**src/rtl/uart_pkg.sv**
```systemverilog
// Shared constants and types for the KnightsTour UART command front end.
package uart_pkg;

  localparam int BAUD_DIV_DEF     = 2604;
  localparam int BYTE_TIMEOUT_DEF = 2**20;

  localparam logic [7:0] POS_ACK  = 8'hA5;
  localparam logic [7:0] MOVE_ACK = 8'h5A;

  typedef enum logic {HIGH = 1'b0, LOW = 1'b1} asm_state_t;

endpackage

```
**src/rtl/uart_trx.sv**
```systemverilog
// 8N1 UART transceiver: mid-bit sampling receiver and shift-register transmitter,
// running independently of each other.
module uart_trx import uart_pkg::*; #(
  parameter int BAUD_DIV = BAUD_DIV_DEF
) (
  input  logic       clk,
  input  logic       rst_n,
  input  logic       RX,
  output logic       TX,
  output logic       rx_rdy,
  output logic [7:0] rx_data,
  input  logic       clr_rx_rdy,
  input  logic       trmt,
  input  logic [7:0] tx_data,
  output logic       tx_done
);

  localparam int BW = $clog2(BAUD_DIV) + 1;

  logic          rx_ff1, rx_sync, rx_prev, rx_fall;
  logic          rx_busy;
  logic [BW-1:0] rx_baud, rx_target;
  logic [3:0]    rx_bit;
  logic [7:0]    rx_shift;

  logic [9:0]    tx_shift;
  logic          tx_busy;
  logic [BW-1:0] tx_baud;
  logic [3:0]    tx_bit;

  // Flops preset to the idle level so reset never looks like a start edge.
  always_ff @(posedge clk or negedge rst_n) begin
    if (!rst_n) begin
      rx_ff1  <= 1'b1;
      rx_sync <= 1'b1;
      rx_prev <= 1'b1;
    end else begin
      rx_ff1  <= RX;
      rx_sync <= rx_ff1;
      rx_prev <= rx_sync;
    end
  end

  assign rx_fall   = rx_prev & ~rx_sync;
  assign rx_target = (rx_bit == 4'd0) ? BW'(BAUD_DIV/2 - 1) : BW'(BAUD_DIV - 1);
  assign rx_data   = rx_shift;

  always_ff @(posedge clk or negedge rst_n) begin
    if (!rst_n) begin
      rx_busy  <= 1'b0;
      rx_baud  <= '0;
      rx_bit   <= '0;
      rx_shift <= '0;
      rx_rdy   <= 1'b0;
    end else begin
      if (clr_rx_rdy)
        rx_rdy <= 1'b0;
      if (!rx_busy) begin
        if (rx_fall) begin
          rx_busy <= 1'b1;
          rx_baud <= '0;
          rx_bit  <= '0;
        end
      end else if (rx_baud == rx_target) begin
        rx_baud <= '0;
        rx_bit  <= rx_bit + 4'd1;
        if (rx_bit >= 4'd1 && rx_bit <= 4'd8)
          rx_shift <= {rx_sync, rx_shift[7:1]};
        // Stop-bit sample: its value is ignored, the frame is simply complete.
        if (rx_bit == 4'd9) begin
          rx_busy <= 1'b0;
          rx_rdy  <= 1'b1;
        end
      end else begin
        rx_baud <= rx_baud + BW'(1);
      end
    end
  end

  // Shifting in ones leaves the line idling high once the stop bit has gone out.
  assign TX = tx_shift[0];

  always_ff @(posedge clk or negedge rst_n) begin
    if (!rst_n) begin
      tx_shift <= '1;
      tx_busy  <= 1'b0;
      tx_baud  <= '0;
      tx_bit   <= '0;
      tx_done  <= 1'b0;
    end else if (!tx_busy) begin
      if (trmt) begin
        tx_shift <= {1'b1, tx_data, 1'b0};
        tx_busy  <= 1'b1;
        tx_done  <= 1'b0;
        tx_baud  <= '0;
        tx_bit   <= '0;
      end
    end else if (tx_baud == BW'(BAUD_DIV - 1)) begin
      tx_baud  <= '0;
      tx_shift <= {1'b1, tx_shift[9:1]};
      tx_bit   <= tx_bit + 4'd1;
      if (tx_bit == 4'd9) begin
        tx_busy <= 1'b0;
        tx_done <= 1'b1;
      end
    end else begin
      tx_baud <= tx_baud + BW'(1);
    end
  end

endmodule

```
**src/rtl/uart_cmd_wrapper.sv**
```systemverilog
// Command front end: pairs received bytes (high first) into 16-bit commands and
// forwards single-byte responses to the transmitter.
module uart_cmd_wrapper import uart_pkg::*; #(
  parameter int BAUD_DIV     = BAUD_DIV_DEF,
  parameter int BYTE_TIMEOUT = BYTE_TIMEOUT_DEF
) (
  input  logic        clk,
  input  logic        rst_n,
  input  logic        RX,
  output logic        TX,
  output logic [15:0] cmd,
  output logic        cmd_rdy,
  input  logic        clr_cmd_rdy,
  input  logic        trmt,
  input  logic [7:0]  resp,
  output logic        tx_done
);

  localparam int TW = $clog2(BYTE_TIMEOUT) + 1;

  logic          rx_rdy;
  logic [7:0]    rx_data;
  asm_state_t    state, next_state;
  logic          load_high, set_cmd, discard, timed_out;
  logic [TW-1:0] to_cnt;
  logic [7:0]    high_byte;

  // Acknowledging rx_rdy on the following cycle turns it into a one-cycle pulse.
  uart_trx #(.BAUD_DIV(BAUD_DIV)) u_trx (
    .clk        (clk),
    .rst_n      (rst_n),
    .RX         (RX),
    .TX         (TX),
    .rx_rdy     (rx_rdy),
    .rx_data    (rx_data),
    .clr_rx_rdy (rx_rdy),
    .trmt       (trmt),
    .tx_data    (resp),
    .tx_done    (tx_done)
  );

  assign timed_out = (to_cnt == TW'(BYTE_TIMEOUT));

  always_ff @(posedge clk or negedge rst_n) begin
    if (!rst_n) state <= HIGH;
    else        state <= next_state;
  end

  always_comb begin
    next_state = state;
    case (state)
      HIGH: if (rx_rdy) next_state = LOW;
      LOW:  if (rx_rdy || timed_out) next_state = HIGH;
      default: next_state = HIGH;
    endcase
  end

  always_comb begin
    load_high = (state == HIGH) && rx_rdy;
    set_cmd   = (state == LOW) && rx_rdy;
    discard   = (state == LOW) && !rx_rdy && timed_out;
  end

  // A completed pair beats a simultaneous clear from the consumer.
  always_ff @(posedge clk or negedge rst_n) begin
    if (!rst_n) begin
      high_byte <= '0;
      to_cnt    <= '0;
      cmd       <= '0;
      cmd_rdy   <= 1'b0;
    end else begin
      if (load_high) begin
        high_byte <= rx_data;
        to_cnt    <= '0;
      end else if (state == LOW && !timed_out) begin
        to_cnt <= to_cnt + TW'(1);
      end
      if (discard)
        high_byte <= '0;
      if (set_cmd)
        cmd <= {high_byte, rx_data};
      if (set_cmd)
        cmd_rdy <= 1'b1;
      else if (clr_cmd_rdy || load_high)
        cmd_rdy <= 1'b0;
    end
  end

endmodule

```
**config.mk**
```make
export PLATFORM = sky130hd
export DESIGN_NAME = uart_cmd_wrapper
export DESIGN_NICKNAME = d
export VERILOG_FILES = /design/src/rtl/uart_pkg.sv /design/src/rtl/uart_trx.sv /design/src/rtl/uart_cmd_wrapper.sv
export SDC_FILE = /design/constraint.sdc
export NUM_CORES = 1
export LEC_CHECK = 0
export BUFFER_PORTS_ARGS = -buffer_cell sky130_fd_sc_hd__buf_4
export CAP_MARGIN = 25
export CORE_MARGIN = 2
export CORE_UTILIZATION = 50
export DETAILED_ROUTE_END_ITERATION = 8
export PLACE_DENSITY = 0.7
export SLEW_MARGIN = 40
export SYNTH_ARGS = -nofsm -noshare
export SYNTH_HDL_FRONTEND = slang
export SYNTH_SLANG_ARGS = --single-unit
```
**constraint.sdc**
```tcl
create_clock -name clk -period 2 [get_ports clk]
set_input_delay 0.5 -clock clk [delete_from_list [all_inputs] [get_ports clk]]
set_output_delay 0.5 -clock clk [all_outputs]
set_load 0.005 [all_outputs]
```
==> reports/metrics.cfg, run 1 <==
[synthesis]
netlist_top_cells_count = 93 x dfrtp_1, 44 x nor2_1, 39 x nand2_1, 33 x a21oi_1, 26 x mux2_2
ys_types = 56
synth_edf_count = 0
yosys.area_share.simple_pct = 20.0
syn_nets = 528
synth_area_mm2 = 0.00519
yosysSeqAreaShare_pct = 50.9
synth_adder_area_share_pct = 2.41
synth_compound_area_share_pct = 12.1
synth_top_family_by_area = simple AND/OR/NAND/NOR gates
yosysTopAreaCell = dfrtp_1
synth-main-ff-cell = dfrtp_1
synthMuxAreaShare_pct = 7.95
syn_avg_cell_area_um2 = 10.3
synth_seq_cells = 105
synth_top_area_share_pct = 44.8
synthCells = 505
yosysWarnings = 0
yosysMostFrequentCell = dfrtp_1
async_flop_share_pct = 100
synth-xor-area-share_pct = 3.71
synth_area_leaders = dfrtp_1 45%, dfstp_2 6.1%, mux2_2 5.6%

[route]
drc = 0
viasPerCell = 5.73
num_vias = 4026
wl_met1_um = 4800
drtIter0Drc = 229
highest_layer = met4
wirelength_um = 10600
ant_nets = 0
dr_wl_met2_um = 5230
post_drt_wl_per_cell_um = 15.1
first_pass_iters = 5
wl_met3_um = 435

[timing]
fin_crit_ps = 1940
clock_skew_ps = 14.6
postLayoutSetupSlackWorst_ps = 62.2
hold_ws_ps = 73.2
hold_violations = 0
timing.final.max_slew_violations = 0
slew_headroom_pct = 67.4
tns_ps = 0
setup_viol = 0
worst_pin_slew_ps = 485
fin_crit_sh_pct = 96.9
fmax_mhz = 516

[layout]
finalNetCount = 585
stdcell_area_mm2 = 0.00606
layout.cells.non_filler = 703
seq_area_mm2 = 0.00264
post-route-util_pct = 59.5
n_antenna_cell = 0
fillers = 868
multiInputGateArea_mm2 = 0.00245
drive_above_1_share_pct = 24.7
syn_to_final_growth_pct = 16.8

[grt]
grt_max_degree = 41
grt_overflow = 0
grt_usage_pct = 20.0
antenna_found_initial = 0
grt_pass1_vias = 3972
grt_pass1_wl_um = 18400

[power]
total_power_mw = 4.85
powerDensity_mw_per_mm2 = 799
ir_drop_v = 0.000393
p_leak_nw = 2.84

[clock_network]
ctsRootBufferMaster = clkbuf_8
clkTransAtPathRegs_ps = 120
h-tree-depth = 3
clk_path_buf_depth = 2
clkLatencyLatePin_ps = 380
clkSinkCount = 105
cts_tree = done
hold_buffers = 0
cts_made_buffers = 9

[setup_path]
r2r_start = u_trx.rx_bit[1]$_DFFE_PN0P_
critPathCaptureType = register
reg2reg_to = u_trx.rx_data[5]$_DFFE_PN0P_
cp-startpoint = u_trx.rx_bit[1]$_DFFE_PN0P_
r2r_cells = 7
crit_slowest_cell = dfrtp_1
slowest_delay_ps = 390
crit_required_ps = 2270
path_max_fanout = 8
r2r_slack_ps = 60
cp-start-kind = register
critPathKind = register to register
crit_arrival_ps = 2210
crit_chain = inv_1, ha_2, or3b_4, nand4_1, a21oi_4, nand3_4, mux2_2
critPathCapture = u_trx.rx_data[5]$_DFFE_PN0P_

[worst_hold_path]
hold_path.class = input pin to async pin

[die]
fp-row-count = 37
die_h_um = 106
ios = 32
die_x_um = 106
core_area_mm2 = 0.0102
start_util_pct = 51.0
die_area_mm2 = 0.0112

[placed_design]
place_area_mm2 = 0.00579
dp_slack_ps = -3.26
hpwl_um = 7200
port-buffer-count = 31
gp_congestion = 0.857
placedCellCount = 685

[job]
maxCapViolCount = 0

[outcome]
status = finished, final reports clean

-- worst min path at each step --
stage / startpoint / to / slack [ps]
CTS: rst_n / u_trx.rx_baud[11]$_DFFE_PN0P_ / 70
finish: rst_n / cmd[1]$_DFFE_PN0P_ / 70
global placement: u_trx.rx_ff1$_DFF_PN1_ / u_trx.rx_sync$_DFF_PN1_ / 350
global route: rst_n / u_trx.rx_baud[11]$_DFFE_PN0P_ / 90
floorplan: rst_n / cmd[0]$_DFFE_PN0P_ / 200
detailed placement: u_trx.rx_ff1$_DFF_PN1_ / u_trx.rx_sync$_DFF_PN1_ / 350
-- kinds of logic (layout without fill, tap and decap cells) --
family,count (synthesis),count (layout)
mux,38,38
flops,105,105
simple gates,193,193
xor+xnor,22,22
compound gates,102,102
fa+ha+maj,10,10
buf+inv,35,97
-- layer usage --
metal	up-vias	global-route usage (%)
li1	1934	-
met1	1964	27.2
met2	111	32.9
met3	17	4.35
met4	0	5.17
met5	-	0
-- repair_timing --
item,4_1_cts,5_1_grt
pin swaps,1,0
setup buffers,0,2
setup endpoints to repair,11,26
endpoints found under the hold margin,0,0
gates resized for setup,2,11
-- layout make-up --
class,instances,share of cell area [%]
clock buffers,9,2.04
clock inverters,7,1.38
inverters,13,0.805
multi-input cells,365,40.5
flip-flops and latches,105,43.6
well taps,136,2.81
repair buffers,68,8.89
-- worst max-delay path: cells and delay by family, from the launching register on --
family / cells / cell delay (ps)
fa+ha+maj: 1 / 200
flops: 1 / 390
mux: 1 / 360
buf+inv: 1 / 90
simple gates: 3 / 700
compound gates: 1 / 90
-- registers in the layout, summed over array words and instances (netlist names) --
register / count
to_cnt: 21
cmd: 16
u_trx.rx_baud: 13
u_trx.tx_baud: 13
u_trx.tx_shift: 9
high_byte: 8
u_trx.rx_data: 8
u_trx.rx_bit: 4
u_trx.tx_bit: 4
cmd_rdy: 1
state: 1
u_trx.rx_busy: 1
u_trx.rx_ff1: 1
u_trx.rx_prev: 1
u_trx.rx_rdy: 1
u_trx.rx_sync: 1
u_trx.tx_busy: 1
u_trx.tx_done: 1
-- report_power, final --
group	total, mW	internal [mW]	switching, mW
Combinational	0.901	0.437	0.464
Clock	1.36	0.505	0.855
Sequential	2.59	2.36	0.223
Total	4.85	3.30	1.54
-- layout by cell type, fill, tap and decap left out, types with 2 or more instances in the layout --
cell	Yosys	routed
o31ai_1	4	4
and4bb_2	2	2
buf_12	0	2
and3_1	5	5
o21ai_0	25	24
a21o_1	3	3
mux2_2	26	22
xor2_1	12	12
a211oi_1	9	9
mux2i_1	12	12
buf_4	0	65
nor4_1	7	6
nand4_1	15	15
inv_8	0	3
dfrtp_1	93	93
nand2_1	39	39
nand2b_1	4	4
inv_1	13	12
xnor2_1	10	10
clkinv_4	0	2
dfstp_2	12	12
a21oi_1	33	33
a31oi_1	13	13
and2_1	3	3
mux2_4	0	4
ha_1	10	8
nor3_1	14	14
o211ai_1	2	2
nor4b_1	3	3
clkinv_8	0	2
clkbuf_8	0	9
nand3_1	22	22
and4_1	3	3
or2b_1	2	2
or3_1	4	4
nor3b_1	3	2
a22o_1	5	5
ha_2	0	2
nor2b_1	10	10
nor2_1	44	44
No activity file was read; power rests on OpenSTA's default activity.
==> run 2, diff against run 1 <==
==> constraint.sdc (replaced) <==
create_clock -name clk -period 2 [get_ports clk]
set_input_delay 0.2 -clock clk [delete_from_list [all_inputs] [get_ports clk]]
set_output_delay 0.2 -clock clk [all_outputs]
set_load 0.005 [all_outputs]
==> run 2 against run 1 <==
  * Final area fell by 0.31%
  * Critical path type unchanged
  * Die area did not move
  * Hold slack got worse by 13 ps
  * Wire length fell by 3.7%
  * Clock power fell by 9%
  * Maximum frequency rose by 2.2%
==> reports/metrics.cfg, run 2 (synthesis results as in run 1) <==
[outcome]
status = finished, final reports clean  ; unchanged

[layout]
mostFrequentLayoutCells = 93 x dfrtp_1, 63 x buf_4, 44 x nor2_1  ; was 93 x dfrtp_1, 65 x buf_4, 44 x nor2_1
seq_area_mm2 = 0.00264  ; unchanged
regMostFlops = to_cnt  ; unchanged
fillers = 883  ; was 868
n_antenna_cell = 0  ; unchanged
finalNetCount = 588  ; was 585
reg_top3 = to_cnt: 21 flops, cmd: 16 flops  ; unchanged
largest_register_ffs = 21  ; unchanged
syn_to_final_growth_pct = 16.4  ; was 16.8%
layout_commonest_cell = dfrtp_1  ; unchanged
drive_above_1_share_pct = 24.0  ; was 24.7%
multiInputGateArea_mm2 = 0.00244  ; was 0.00245 mm^2

[setup_path]
critPathKind = register to register  ; unchanged
crit_required_ps = 2290  ; was 2270 ps
cp-start-kind = register  ; unchanged
critPathCaptureType = register  ; unchanged
crit_slowest_cell = or4_4  ; was dfrtp_1
crit_chain = or4_4, nor3_4, buf_6, buf_6, buf_12, mux2i_1, a21oi_1  ; was inv_1, ha_2, or3b_4, nand4_1, a21oi_4, nand3_4, mux2_2
crit_arrival_ps = 2190  ; was 2210 ps
slowest_delay_ps = 560  ; was 390 ps
crit_top_cell = buf_6
path_max_fanout = 6  ; was 8

[route]
ant_nets = 0  ; unchanged
wirelength_um = 10200  ; was 10600 um
drtIter0Drc = 186  ; was 229
drc = 0  ; unchanged
viasPerCell = 5.60  ; was 5.73
num_vias = 3953  ; was 4026
post_drt_wl_per_cell_um = 14.5  ; was 15.1 um
first_pass_iters = 5  ; unchanged

[die]
start_util_pct = 51.0  ; unchanged
die_h_um = 106  ; unchanged
ios = 32  ; unchanged
fp-row-count = 37  ; unchanged
die_x_um = 106  ; unchanged
core_area_mm2 = 0.0102  ; unchanged
die_area_mm2 = 0.0112  ; unchanged

[clock_network]
clk_path_buf_depth = 2  ; unchanged
ctsRootBufferMaster = clkbuf_8  ; unchanged
h-tree-depth = 3  ; unchanged
clkLatencyLatePin_ps = 370  ; was 380 ps
clkTransAtPathRegs_ps = 110  ; was 120 ps
cts_tree = done  ; unchanged
clkSinkCount = 105  ; unchanged
cts_made_buffers = 9  ; unchanged

[timing]
clock_skew_ps = 10.6  ; was 14.6 ps
fin_crit_sh_pct = 94.8  ; was 96.9%
slew_headroom_pct = 67.1  ; was 67.4%
fmax_mhz = 527  ; was 516 MHz
setup_viol = 0  ; unchanged
worst_pin_slew_ps = 492  ; was 485 ps
timing.final.max_slew_violations = 0  ; unchanged
hold_violations = 0  ; unchanged
fin_crit_ps = 1900  ; was 1940 ps
postLayoutSetupSlackWorst_ps = 103  ; was 62.2 ps

[grt]
grt_pass1_wl_um = 17700  ; was 18400 um
antenna_found_initial = 0  ; unchanged
grt_pass1_vias = 3846  ; was 3972
grt_usage_pct = 19.1  ; was 20.0%
grt_overflow = 0  ; unchanged
grt_max_degree = 45  ; was 41

[job]
maxCapViolCount = 0  ; unchanged

[power]
p_switching_mw = 1.44  ; was 1.54 mW
pwr-share-comb_pct = 18.8  ; was 18.6%
ir_drop_v = 0.000534  ; was 0.000393 V
p_clk_share_pct = 26.4  ; was 28.1%
p_leak_nw = 2.81  ; was 2.84 nW
p_int_mw = 3.28  ; was 3.30 mW
total_power_mw = 4.72  ; was 4.85 mW
seqPwrFrac_pct = 54.8  ; was 53.3%
sw_frac_of_total_pct = 30.5  ; was 31.8%
powerDensity_mw_per_mm2 = 780  ; was 799 mW/mm^2

[placed_design]
dp_slack_ps = -42.4  ; was -3.26 ps
gp_congestion = 0.805  ; was 0.857
port-buffer-count = 31  ; unchanged
hpwl_um = 7030  ; was 7200 um

[worst_hold_path]
hold_path.class = input pin to register  ; was input pin to async pin

run 2: cell count changes in the layout (fill, tap and decap cells not counted), sizes merged:
cell,delta
dlygate4sd3,+2
clkinvlp,+3
nor2b,+1
clkinv,-3
run 2: path summary, 6_finish.rpt:
kind                                               start                       endpoint  slack [ps]  cells past startpoint
min reg2reg                       u_trx.rx_ff1$_DFF_PN1_        u_trx.rx_sync$_DFF_PN1_         370                      0
min                                          clr_cmd_rdy            cmd_rdy$_DFFE_PN0P_          60                      4
max                        u_trx.tx_baud[10]$_DFFE_PN0P_  u_trx.tx_shift[1]$_DFFE_PN1P_         100                      7
min in group asynchronous                          rst_n          to_cnt[2]$_DFFE_PN0P_         260                      2
max reg2reg                u_trx.tx_baud[10]$_DFFE_PN0P_  u_trx.tx_shift[1]$_DFFE_PN1P_         100                      7
max in group asynchronous                          rst_n         u_trx.rx_ff1$_DFF_PN1_        1100                      3
run 2: power groups by stage:
stage	clock network [mW]	registers (mW)	logic, mW
4_1_cts	1.31	2.58	0.881
2_1_floorplan	0	2.60	0.535
3_3_place_gp	0	2.61	0.856
6_report	1.24	2.59	0.886
3_5_place_dp	0	2.61	0.878
5_1_grt	1.39	2.62	1.01
run 2: cell type report:
type | count | share of cell area [%]
Clock buffer | 9 | 2.05
Clock inverter | 7 | 1.03
Inverter | 13 | 0.807
Multi-Input combinational cell | 366 | 40.3
Sequential cell | 105 | 43.7
Tap cell | 136 | 2.82
Timing Repair Buffer | 70 | 9.27
run 2: what timing repair did:
action,in CTS,in global routing
setup buffers,0,5
pin swaps,0,4
hold buffers,2,0
gates cloned,0,2
endpoints found under the hold margin,22,0
gates resized for setup,2,5
setup endpoints to repair,9,24
run 2: critical path, delay by kind of cell, from the launching register on:
kind | cells | cell delay (ps)
simple gates | 2 | 770
buf+inv | 3 | 390
flops | 1 | 400
compound gates | 1 | 80
mux | 1 | 170
run 2: metrics by stage:
stage               utilization [%]  area [um^2]  cells  TNS (ps)  hold slack (ps)
floorplan                         -         5210    505      -128            -95.6
global placement               56.4         5750    681         0              124
detailed placement             56.4         5750    681     -85.2              129
CTS                            58.6         5970    699         0             40.3
global route                   59.3         6040    706     -4.80             83.9
finish                         59.3         6040    706         0             59.8
run 2: layer usage:
metal	share of wire, %	up-vias	global-route usage [%]
li1	-	1942	-
met1	49	1920	27.0
met2	47	84	30.8
met3	3.6	7	3.49
met4	0.62	0	4.70
met5	0	-	0
==> run 3, diff against run 2 <==
--- a/config.mk
+++ b/config.mk
@@ -14,4 +14,5 @@
 export SLEW_MARGIN = 40
 export SYNTH_ARGS = -nofsm -noshare
 export SYNTH_HDL_FRONTEND = slang
+export SYNTH_HIERARCHICAL = 1
 export SYNTH_SLANG_ARGS = --single-unit
==> run 3 against run 2 <==
  * Wire length rose by 4.6%
  * Maximum frequency fell by 10%
  * First-iteration DRC count rose by 1.6%
  * Critical path depth did not move
  * Non-clock buffer count rose by 7
  * Highest routed layer unchanged
  * Critical endpoint is now u_trx/rx_data[7]$_DFFE_PN0P_
  * The flow now finishes with violations (setup timing)
  * Die area fell by 0.98%
  * Clock power rose by 22%
  * Core utilization rose by 1.7 points
==> reports/metrics.cfg, run 3 <==
[synthesis]
synth_edf_count = 0  ; unchanged
yosysTopAreaCell = dfrtp_1  ; unchanged
ys_types = 64  ; was 56
synth-main-ff-cell = dfrtp_1  ; unchanged
synth_area_mm2 = 0.00514  ; was 0.00519 mm^2
synthCells = 499  ; was 505
syn_avg_cell_area_um2 = 10.3  ; about the same
netlist_top_cells_count = 93 x dfrtp_1, 74 x nand2_1, 35 x nor2_1, 32 x o21ai_0, 25 x mux2_2  ; was 93 x dfrtp_1, 44 x nor2_1, 39 x nand2_1, 33 x a21oi_1, 26 x mux2_2
async_flop_share_pct = 100  ; unchanged
synth_seq_cells = 105  ; unchanged
synth_top_area_share_pct = 45.3  ; was 44.8%
synth_area_leaders = dfrtp_1 45%, dfstp_2 6.1%, mux2_2 5.5%  ; was dfrtp_1 45%, dfstp_2 6.1%, mux2_2 5.6%
syn_nets = 522  ; was 528
yosysSeqAreaShare_pct = 51.4  ; was 50.9%
yosysWarnings = 6  ; was 0
yosysMostFrequentCell = dfrtp_1  ; unchanged

[setup_path]
slowest_delay_ps = 400  ; was 560 ps
critPathCapture = u_trx/rx_data[7]$_DFFE_PN0P_  ; was u_trx.tx_shift[1]$_DFFE_PN1P_
path_max_fanout = 8  ; was 6
reg2reg_to = u_trx/rx_data[7]$_DFFE_PN0P_  ; was u_trx.tx_shift[1]$_DFFE_PN1P_
critPathCaptureType = register  ; unchanged
cp_num_cells = 7  ; unchanged
crit_buf_inv = 1  ; was 3
crit_chain = inv_2, ha_4, or3b_4, and4b_1, or2_4, nand4_4, mux2_2  ; was or4_4, nor3_4, buf_6, buf_6, buf_12, mux2i_1, a21oi_1
crit_required_ps = 2270  ; was 2290 ps
critPathKind = register to register  ; unchanged
crit_slowest_cell = dfrtp_1  ; was or4_4
cp_top_family = simple AND/OR/NAND/NOR gates  ; unchanged
r2r_slack_ps = -110  ; was 100 ps
crit_arrival_ps = 2370  ; was 2190 ps
cp-start-kind = register  ; unchanged
cp-startpoint = u_trx/rx_bit[0]$_DFFE_PN0P_  ; was u_trx.tx_baud[10]$_DFFE_PN0P_
r2r_cells = 7  ; unchanged
r2r_start = u_trx/rx_bit[0]$_DFFE_PN0P_  ; was u_trx.tx_baud[10]$_DFFE_PN0P_

[placed_design]
hpwl_um = 7480  ; was 7030 um
dp_slack_ps = -87.2  ; was -42.4 ps
place_area_mm2 = 0.00579  ; was 0.00575 mm^2
port-buffer-count = 31  ; unchanged
gp_congestion = 0.807  ; was 0.805
placedCellCount = 688  ; was 681

[route]
first_pass_iters = 4  ; was 5
num_vias = 4028  ; was 3953
drtIter0Drc = 189  ; was 186
drc = 0  ; unchanged
ant_nets = 0  ; unchanged
viasPerCell = 5.66  ; was 5.60
post_drt_wl_per_cell_um = 15.0  ; was 14.5 um
wirelength_um = 10700  ; was 10200 um

[outcome]
status = complete, but fails checks  ; was finished, final reports clean
violations = setup timing

[grt]
grt_usage_pct = 20.7  ; was 19.1%
grt_pass1_vias = 4010  ; was 3846
grt_overflow = 0  ; unchanged
grt_pass1_wl_um = 18700  ; was 17700 um
antenna_found_initial = 0  ; unchanged
grt_max_degree = 41  ; was 45

[clock_network]
h-tree-depth = 3  ; unchanged
cts_tree = done  ; unchanged
clkSinkCount = 105  ; unchanged
clkLatencyLatePin_ps = 370  ; about the same
clkTransAtPathRegs_ps = 100  ; was 110 ps
clk_path_buf_depth = 2  ; unchanged
ctsRootBufferMaster = clkbuf_8  ; unchanged
cts_made_buffers = 9  ; unchanged

[layout]
layout_commonest_cell = dfrtp_1  ; unchanged
finalNetCount = 594  ; was 588
largest_register_ffs = 21  ; unchanged
stdcell_area_mm2 = 0.00619  ; was 0.00604 mm^2
drive_above_1_share_pct = 28.6  ; was 24.0%
mostFrequentLayoutCells = 93 x dfrtp_1, 74 x nand2_1, 70 x buf_4  ; was 93 x dfrtp_1, 63 x buf_4, 44 x nor2_1
layout.cells.non_filler = 712  ; was 706
reg_top3 = to_cnt: 21 flops, cmd: 16 flops  ; unchanged
post-route-util_pct = 61.0  ; was 59.3%
regMostFlops = to_cnt  ; unchanged
syn_to_final_growth_pct = 20.4  ; was 16.4%
n_antenna_cell = 0  ; unchanged

[die]
die_x_um = 105  ; was 106 um
ios = 32  ; unchanged
die_h_um = 105  ; was 106 um
die_area_mm2 = 0.0111  ; was 0.0112 mm^2
core_area_mm2 = 0.0101  ; was 0.0102 mm^2
fp-row-count = 37  ; unchanged
start_util_pct = 50.7  ; was 51.0%

[timing]
setup_viol = 20  ; was 0
fmax_mhz = 475  ; was 527 MHz
hold_ws_ps = 58.5  ; was 59.8 ps
postLayoutSetupSlackWorst_ps = -107  ; was 103 ps
rsz0062_at_grt = yes
hold_violations = 0  ; unchanged
fin_crit_ps = 2110  ; was 1900 ps
worst_pin_slew_ps = 514  ; was 492 ps
fin_crit_sh_pct = 105  ; was 94.8%
timing.final.max_slew_violations = 0  ; unchanged
slew_headroom_pct = 65.6  ; was 67.1%
clock_skew_ps = 10.2  ; was 10.6 ps
tns_ps = -1220  ; was 0 ps

[job]
maxCapViolCount = 0  ; unchanged

[power]
p_leak_nw = 2.98  ; was 2.81 nW
ir_drop_v = 0.000602  ; was 0.000534 V
total_power_mw = 4.93  ; was 4.72 mW
powerDensity_mw_per_mm2 = 797  ; was 780 mW/mm^2

[worst_hold_path]
hold_path.class = input pin to register  ; unchanged

## run 3: worst register-to-register path: stages (launching register included)
cell,delay [ps]
dfrtp_1,400
inv_2,80
ha_4,130
or3b_4,400
and4b_1,210
or2_4,260
nand4_4,160
mux2_2,360
## run 3: area by class of cell
cell class,count,area [um^2]
clock inverters,7,109
inverters,15,56.3
repair buffers,77,628
clock buffers,9,124
flip-flops and latches,105,2640
fillers,820,3950
well taps,136,170
multi-input cells,363,2460
## run 3: timing repair
| item | 4_1_cts | 5_1_grt |
|---|---|---|
| gates resized for setup | 10 | 11 |
| hold buffers | 2 | 0 |
| endpoints found under the setup margin | 18 | 40 |
| setup buffers | 4 | 2 |
| pin swaps | 3 | 9 |
| hold endpoints to repair | 27 | 0 |
## run 3: cells by family after synthesis
kind of cell | after synthesis | synth area share, %
DFF | 105 | 51.4
and+or+nand+nor | 214 | 22.9
buffers and inverters | 31 | 2.56
adders and majority gates | 10 | 2.43
xor gates and xnor gates | 14 | 2.39
AOI/OAI and AO/OA | 88 | 10.5
muxes | 37 | 7.82
## run 3: metal layers
layer / vias to the layer above / share of wire [%] / track usage [%]
met5: - / 0 / 0
met4: 0 / 1.0 / 8.38
met2: 85 / 50 / 33.5
met1: 1981 / 45 / 27.1
met3: 10 / 4.2 / 4.64
li1: 1952 / - / -
## run 3: worst min path at each step
stage,start,endpoint,slack (ps),depth (start not counted)
floorplan,rst_n,cmd[0]$_DFFE_PN0P_,-100,0
global placement,rst_n,to_cnt[15]$_DFFE_PN0P_,150,1
detailed placement,rst_n,to_cnt[16]$_DFFE_PN0P_,150,1
CTS,clr_cmd_rdy,cmd_rdy$_DFFE_PN0P_,40,4
global route,clr_cmd_rdy,cmd_rdy$_DFFE_PN0P_,90,4
finish,clr_cmd_rdy,cmd_rdy$_DFFE_PN0P_,60,4
## run 3: where the power goes
group	switching [mW]	internal (mW)	total, mW	leakage (nW)
Clock	0.773	0.734	1.51	0.118
Sequential	0.183	2.34	2.52	1.37
Combinational	0.452	0.451	0.903	1.49
Total	1.41	3.52	4.93	2.98
